**src/rtl/match_pkg.sv**
```systemverilog
// Shared definitions for the bitmap fetcher and the note/length match accelerator.
// The state encoding is also used by the accelerator bench.
package match_pkg;

    localparam int WORD_W    = 32;
    localparam int NUM_WORDS = 48;
    localparam int BMR_W     = WORD_W * NUM_WORDS;

    typedef enum logic [2:0] {
        IDLE,
        REQ,
        WAIT,
        START,
        MWAIT
    } fetch_state_t;

    function automatic logic is_busy(input fetch_state_t s);
        return s != IDLE;
    endfunction

endpackage

```
**src/rtl/fetch_timeout.sv**
```systemverilog
// 8-bit saturating wait counter with synchronous clear and count enable.
// expired flags the enabled cycle whose increment brings the count up to LIMIT.
module fetch_timeout #(
    parameter logic [7:0] LIMIT = 8'd255
) (
    input  logic clk,
    input  logic rst,
    input  logic clr,
    input  logic en,
    output logic expired
);

    logic [7:0] count;

    always_ff @(posedge clk) begin
        if (!rst) begin
            count <= '0;
        end else if (clr) begin
            count <= '0;
        end else if (en && count != 8'hFF) begin
            count <= count + 8'd1;
        end
    end

    assign expired = en && (count == LIMIT - 8'd1);

endmodule

```
**src/rtl/bitmap_fetch.sv**
```systemverilog
// Reads a glyph bitmap word by word into bmr, kicks the match accelerator and
// holds bmr stable until the accelerator reports finish.
module bitmap_fetch #(
    parameter int ADDR_W    = 16,
    parameter int WORD_W    = 32,
    parameter int NUM_WORDS = 48,
    parameter int TIMEOUT   = 255
) (
    input  logic                          clk,
    input  logic                          rst,
    input  logic                          go,
    input  logic [ADDR_W-1:0]             base_addr,
    output logic                          mem_rd,
    output logic [ADDR_W-1:0]             mem_addr,
    input  logic [WORD_W-1:0]             mem_rdata,
    input  logic                          mem_valid,
    output logic [NUM_WORDS*WORD_W-1:0]   bmr,
    output logic                          start,
    input  logic                          match_finish,
    output logic                          busy,
    output logic                          done,
    output logic                          err
);
    import match_pkg::*;

    localparam int               CNT_W     = $clog2(NUM_WORDS);
    localparam logic [CNT_W-1:0] LAST_WORD = CNT_W'(NUM_WORDS - 1);

    fetch_state_t      state;
    logic [CNT_W-1:0]  wordCnt;
    logic [ADDR_W-1:0] baseAddr;
    logic              tmoClr;
    logic              tmoEn;
    logic              tmoExpired;

    // The wait budget counts from the strobe cycle, so err lands TIMEOUT
    // cycles after the mem_rd of the word that never came back.
    assign tmoClr = (state == IDLE && go) || (state == WAIT && mem_valid && !err);
    assign tmoEn  = (state == REQ) || (state == WAIT && !mem_valid && !err);

    fetch_timeout #(
        .LIMIT(8'(TIMEOUT))
    ) uTimeout (
        .clk    (clk),
        .rst    (rst),
        .clr    (tmoClr),
        .en     (tmoEn),
        .expired(tmoExpired)
    );

    assign busy = is_busy(state);

    always_ff @(posedge clk) begin
        if (!rst) begin
            state    <= IDLE;
            bmr      <= '0;
            wordCnt  <= '0;
            baseAddr <= '0;
            mem_rd   <= 1'b0;
            mem_addr <= '0;
            start    <= 1'b0;
            done     <= 1'b0;
            err      <= 1'b0;
        end else begin
            mem_rd <= 1'b0;
            start  <= 1'b0;
            done   <= 1'b0;
            err    <= 1'b0;
            case (state)
                IDLE: begin
                    if (go) begin
                        baseAddr <= base_addr;
                        wordCnt  <= '0;
                        mem_rd   <= 1'b1;
                        mem_addr <= base_addr;
                        state    <= REQ;
                    end
                end
                REQ: state <= WAIT;
                WAIT: begin
                    // err is held for its pulse cycle in WAIT so a late go cannot slip in.
                    if (err) begin
                        state <= IDLE;
                    end else if (mem_valid) begin
                        bmr[int'(wordCnt)*WORD_W +: WORD_W] <= mem_rdata;
                        if (wordCnt == LAST_WORD) begin
                            start <= 1'b1;
                            state <= START;
                        end else begin
                            wordCnt  <= wordCnt + CNT_W'(1);
                            mem_rd   <= 1'b1;
                            mem_addr <= baseAddr + ADDR_W'(wordCnt) + ADDR_W'(1);
                            state    <= REQ;
                        end
                    end else if (tmoExpired) begin
                        err <= 1'b1;
                    end
                end
                START: state <= MWAIT;
                MWAIT: begin
                    // done pulses while still in MWAIT, keeping busy high that cycle.
                    if (done) begin
                        state <= IDLE;
                    end else if (match_finish) begin
                        done <= 1'b1;
                    end
                end
                default: state <= IDLE;
            endcase
        end
    end

endmodule

```
**config.mk**
```make
export PLATFORM = sky130hd
export DESIGN_NAME = bitmap_fetch
export DESIGN_NICKNAME = d
export VERILOG_FILES = /design/src/rtl/match_pkg.sv /design/src/rtl/fetch_timeout.sv /design/src/rtl/bitmap_fetch.sv
export SDC_FILE = /design/constraint.sdc
export NUM_CORES = 2
export LEC_CHECK = 0
export ABC_AREA = 0
export ABC_CLOCK_PERIOD_IN_PS = 10000
export CAP_MARGIN = 10
export CORE_AREA = 5 5 625 627
export CTS_CLUSTER_SIZE = 16
export DETAILED_ROUTE_END_ITERATION = 8
export DIE_AREA = 0 0 630 632
export PLACE_DENSITY_LB_ADDON = 0.05
export SYNTH_ARGS = -nofsm -noshare
export SYNTH_HDL_FRONTEND = slang
export SYNTH_HIERARCHICAL = 1
export SYNTH_SLANG_ARGS = --single-unit
```
**constraint.sdc**
```tcl
create_clock -name clk -period 10 [get_ports clk]
set_clock_uncertainty 0.15 [all_clocks]
set_input_delay 1 -clock clk [delete_from_list [all_inputs] [get_ports clk]]
set_output_delay 1 -clock clk [all_outputs]
set_load 0.05 [all_outputs]
```
==> results by group <==
Yosys
  – Synth warn: 6
  – Synth unique cells: 74
  – Post-synth EDFFs: 0
  – Post-synthesis instance area: 57500 um^2
  – Synth Area per Inst: 8.97 um^2
  – Post-synth ARST share: 0%
  – Register area share after synthesis: 55.3%
  – Ys flop type: dfxtp_1
  – Seq cells post-synth: 1589
  – Syn Nets: 6475
  – Gate Count Post-Synth: 6410

Clock network
  – Clock latency on the worst-skew pair: 0.88 ns
  – CTS buffer count: 212
  – Hold Buf Count CTS: 0
  – H-tree depth: 4
  – CTS tree: done
  – Clock buffer depth: 4
  – Worst-path clk slew: 0.06 ns
  – Post-CTS Setup Inserts: 0
  – Post-cts sizing count: 0
  – CTS sink cnt: 1589
  – Clock root buffer: clkbuf_16

Power and ir drop
  – Max IR drop VDD: 0.117 mV
  – Pwr dens: 171 nW/um^2
  – Total power: 14700 uW
  – P_leak: 0.0281 uW

Setup path
  – Crit start category: register
  – WS Path Type: reg -> reg
  – Crit end category: register
  – Crit path DAT: 5.63 ns
  – Worst path required time: 10.60 ns
  – Critical path fanouts, max: 50

GRT
  – Tot GR Track Use: 21.5%
  – Global route total overflow: 0
  – Initial antenna violation count: 59
  – First-pass GRT wire length: 578000 um
  – Number of global-route vias before repair: 53.4k
  – Largest net degree at the start of global routing: 206

Finish
  – Synth-to-Final Area Change: 49.4%
  – Layout cell share with drive strength beyond 1: 8.54%
  – Fin area: 85900 um^2
  – Number of fill cells in the layout: 41.9k
  – Register Area: 31800 um^2
  – Final #Nets: 7771
  – Area of the multi-input gates: 23400 um^2

Routing
  – Vias: 55.7k
  – Iteration-0 DRC Markers: 3615
  – Pre-antenna DRT Iters: 7
  – DRC: 0
  – Routed WL: 452000 um
  – WL/cell: 34.9 um
  – Avg Vias per Cell: 4.30
  – Final ANT Viol Nets: 0

Floorplanning
  – Die area: 398000 um^2
  – Die Y-Extent: 632 um
  – Row Count: 228
  – Die X: 630 um
  – I/O pin cnt: 1610
  – Starting Density: 15.0%
  – Core Box Area: 384000 um^2

STA
  – Least-Margin Pin Slew: 1.22 ns
  – Rel. slew slack: 18.4%
  – Min Hold Slack: 0.301 ns
  – Final setup violation count: 0
  – Tmin final: 5.04 ns
  – Tcrit/Tclk final: 50.4%
  – Setup repair after global routing missed its margin: false
  – F_max: 199 MHz
  – Sum Neg Setup Slack: 0 ns
  – Max Transition Viols Final: 0
  – Final Hold Viols: 0

Placement
  – PortBufs: 1609
  – Cell Area, Placed: 78900 um^2
  – HPWL after DPL: 321000 um
  – GPL Wtd Cong: 0.776

Run status
  – Outcome: completed

Job
  – Max_cap viols: 0

Worst hold path
  – Hold Crit Class: reg -> reg
critical path, stage by stage, from the launching register on:
cell and delay (ns):
dfxtp_1 0.91, or3_1 0.33, nor3_1 0.11, ha_4 0.76, nand2_1 0.33, mux2i_4 0.66, nand4_1 0.73, buf_4 0.54
nand3_1 0.18, o21ai_0 0.10
power by group:
group | internal, uW | switching [uW]
Sequential | 6350 | 16.2
Combinational | 85.2 | 483
Clock | 4530 | 3270
Total | 11000 | 3770
registers in the layout, summed over array words and instances, names as in the netlist:
signal,cells
done,1
err,1
state,3
mem_rd,1
baseAddr,16
mem_addr,16
start,1
bmr,1536
wordCnt,6
uTimeout/count,8
per-stage QoR:
stage          utilization [%]  cells  setup slack [ns]
2_1_floorplan                -   6410              6.57
3_3_place_gp              20.5  12600              4.94
3_5_place_dp              20.5  12600              4.85
4_1_cts                   22.3  12900              4.83
5_1_grt                   22.3  12900              4.56
6_report                  22.3  12900              4.96
placed cells by master (no fill, tap or decap), types with 9 or more instances in the layout:
cell,netlist,final
buf_4,0,192
clkinv_2,0,21
nor4_1,10,9
diode_2,0,18
a32o_1,20,20
nor3_1,27,17
clkbuf_16,0,213
ha_1,11,10
a211oi_1,83,83
and3_1,10,10
o41ai_1,20,20
dfxtp_1,1589,1589
nor2_1,43,33
nand2b_1,10,10
clkbuf_8,0,62
nand2_1,691,684
mux2i_1,207,205
inv_1,13,12
a31o_2,72,72
a21o_1,12,10
o211ai_1,164,164
o21ai_0,1040,1038
nor3_2,3,11
o21ai_1,14,16
nand4_1,132,132
clkdlybuf4s50_1,0,1576
nand3_1,1191,1190
nor2b_1,9,9
clkbuf_1,556,60
o31ai_1,155,155
a21oi_1,84,82
layout make-up:
cell class              count  share of cell area, %
flip-flops and latches   1589                   37.0
multi-input cells        4118                   27.3
repair buffers           1772                   20.2
clock buffers             335                   7.46
well taps                5060                   7.37
clock inverters            41                  0.558
inverters                  13                 0.0597
diodes                     18                 0.0525
metal layers:
metal	vias up	part of all wire, %	track usage [%]
li1	25700	-	-
met1	27700	40	25.0
met2	1846	50	38.9
met3	407	6.9	5.84
met4	14	2.9	5.55
met5	-	0.020	0
path summary, 6_finish.rpt:
check,cells past startpoint,slack (ns),endpoint,from
max,9,4.96,bmr[252],wordCnt[2]
min,2,0.30,bmr[25],bmr[25]
max reg2reg,9,4.96,bmr[252],wordCnt[2]
min reg2reg,2,0.30,bmr[25],bmr[25]
synth_stat cells, types with 9 or more instances:
| cell type | instances | area, um^2 |
|---|---|---|
| nand3_1 | 1191 | 5960 |
| nand2_1 | 691 | 2590 |
| o21ai_0 | 1040 | 5200 |
| buf_2 | 33 | 165 |
| o41ai_1 | 20 | 175 |
| a21o_1 | 12 | 90.1 |
| ha_1 | 11 | 138 |
| nor3_1 | 27 | 135 |
| clkbuf_1 | 556 | 2090 |
| a31o_2 | 72 | 631 |
| a211oi_1 | 83 | 623 |
| o31ai_1 | 155 | 1160 |
| nor2b_1 | 9 | 56.3 |
| dfxtp_1 | 1589 | 31800 |
| nor2_1 | 43 | 161 |
| a21oi_1 | 84 | 420 |
| o21ai_1 | 14 | 70.1 |
| nand4_1 | 132 | 826 |
| nand2b_1 | 10 | 62.6 |
| o211ai_1 | 164 | 1230 |
| and3_1 | 10 | 62.6 |
| mux2i_1 | 207 | 2070 |
| buf_1 | 101 | 379 |
| inv_1 | 13 | 48.8 |
| nor4_1 | 10 | 62.6 |
| a32o_1 | 20 | 200 |
cells by family (layout without fill, tap and decap cells):
kind of cell	count (synthesis)	in the layout	synth area share [%]
AO/OA/AOI/OAI	1721	1721	18.0
XOR/XNOR	7	7	0.107
adder cells (fa/ha/maj)	12	12	0.274
buffers and inverters	703	2161	4.66
flip-flops	1589	1589	55.3
multiplexers	209	209	3.64
other	0	18	0
AND/OR/NAND/NOR	2169	2169	18.0
(Power assumes the default switching activity.)
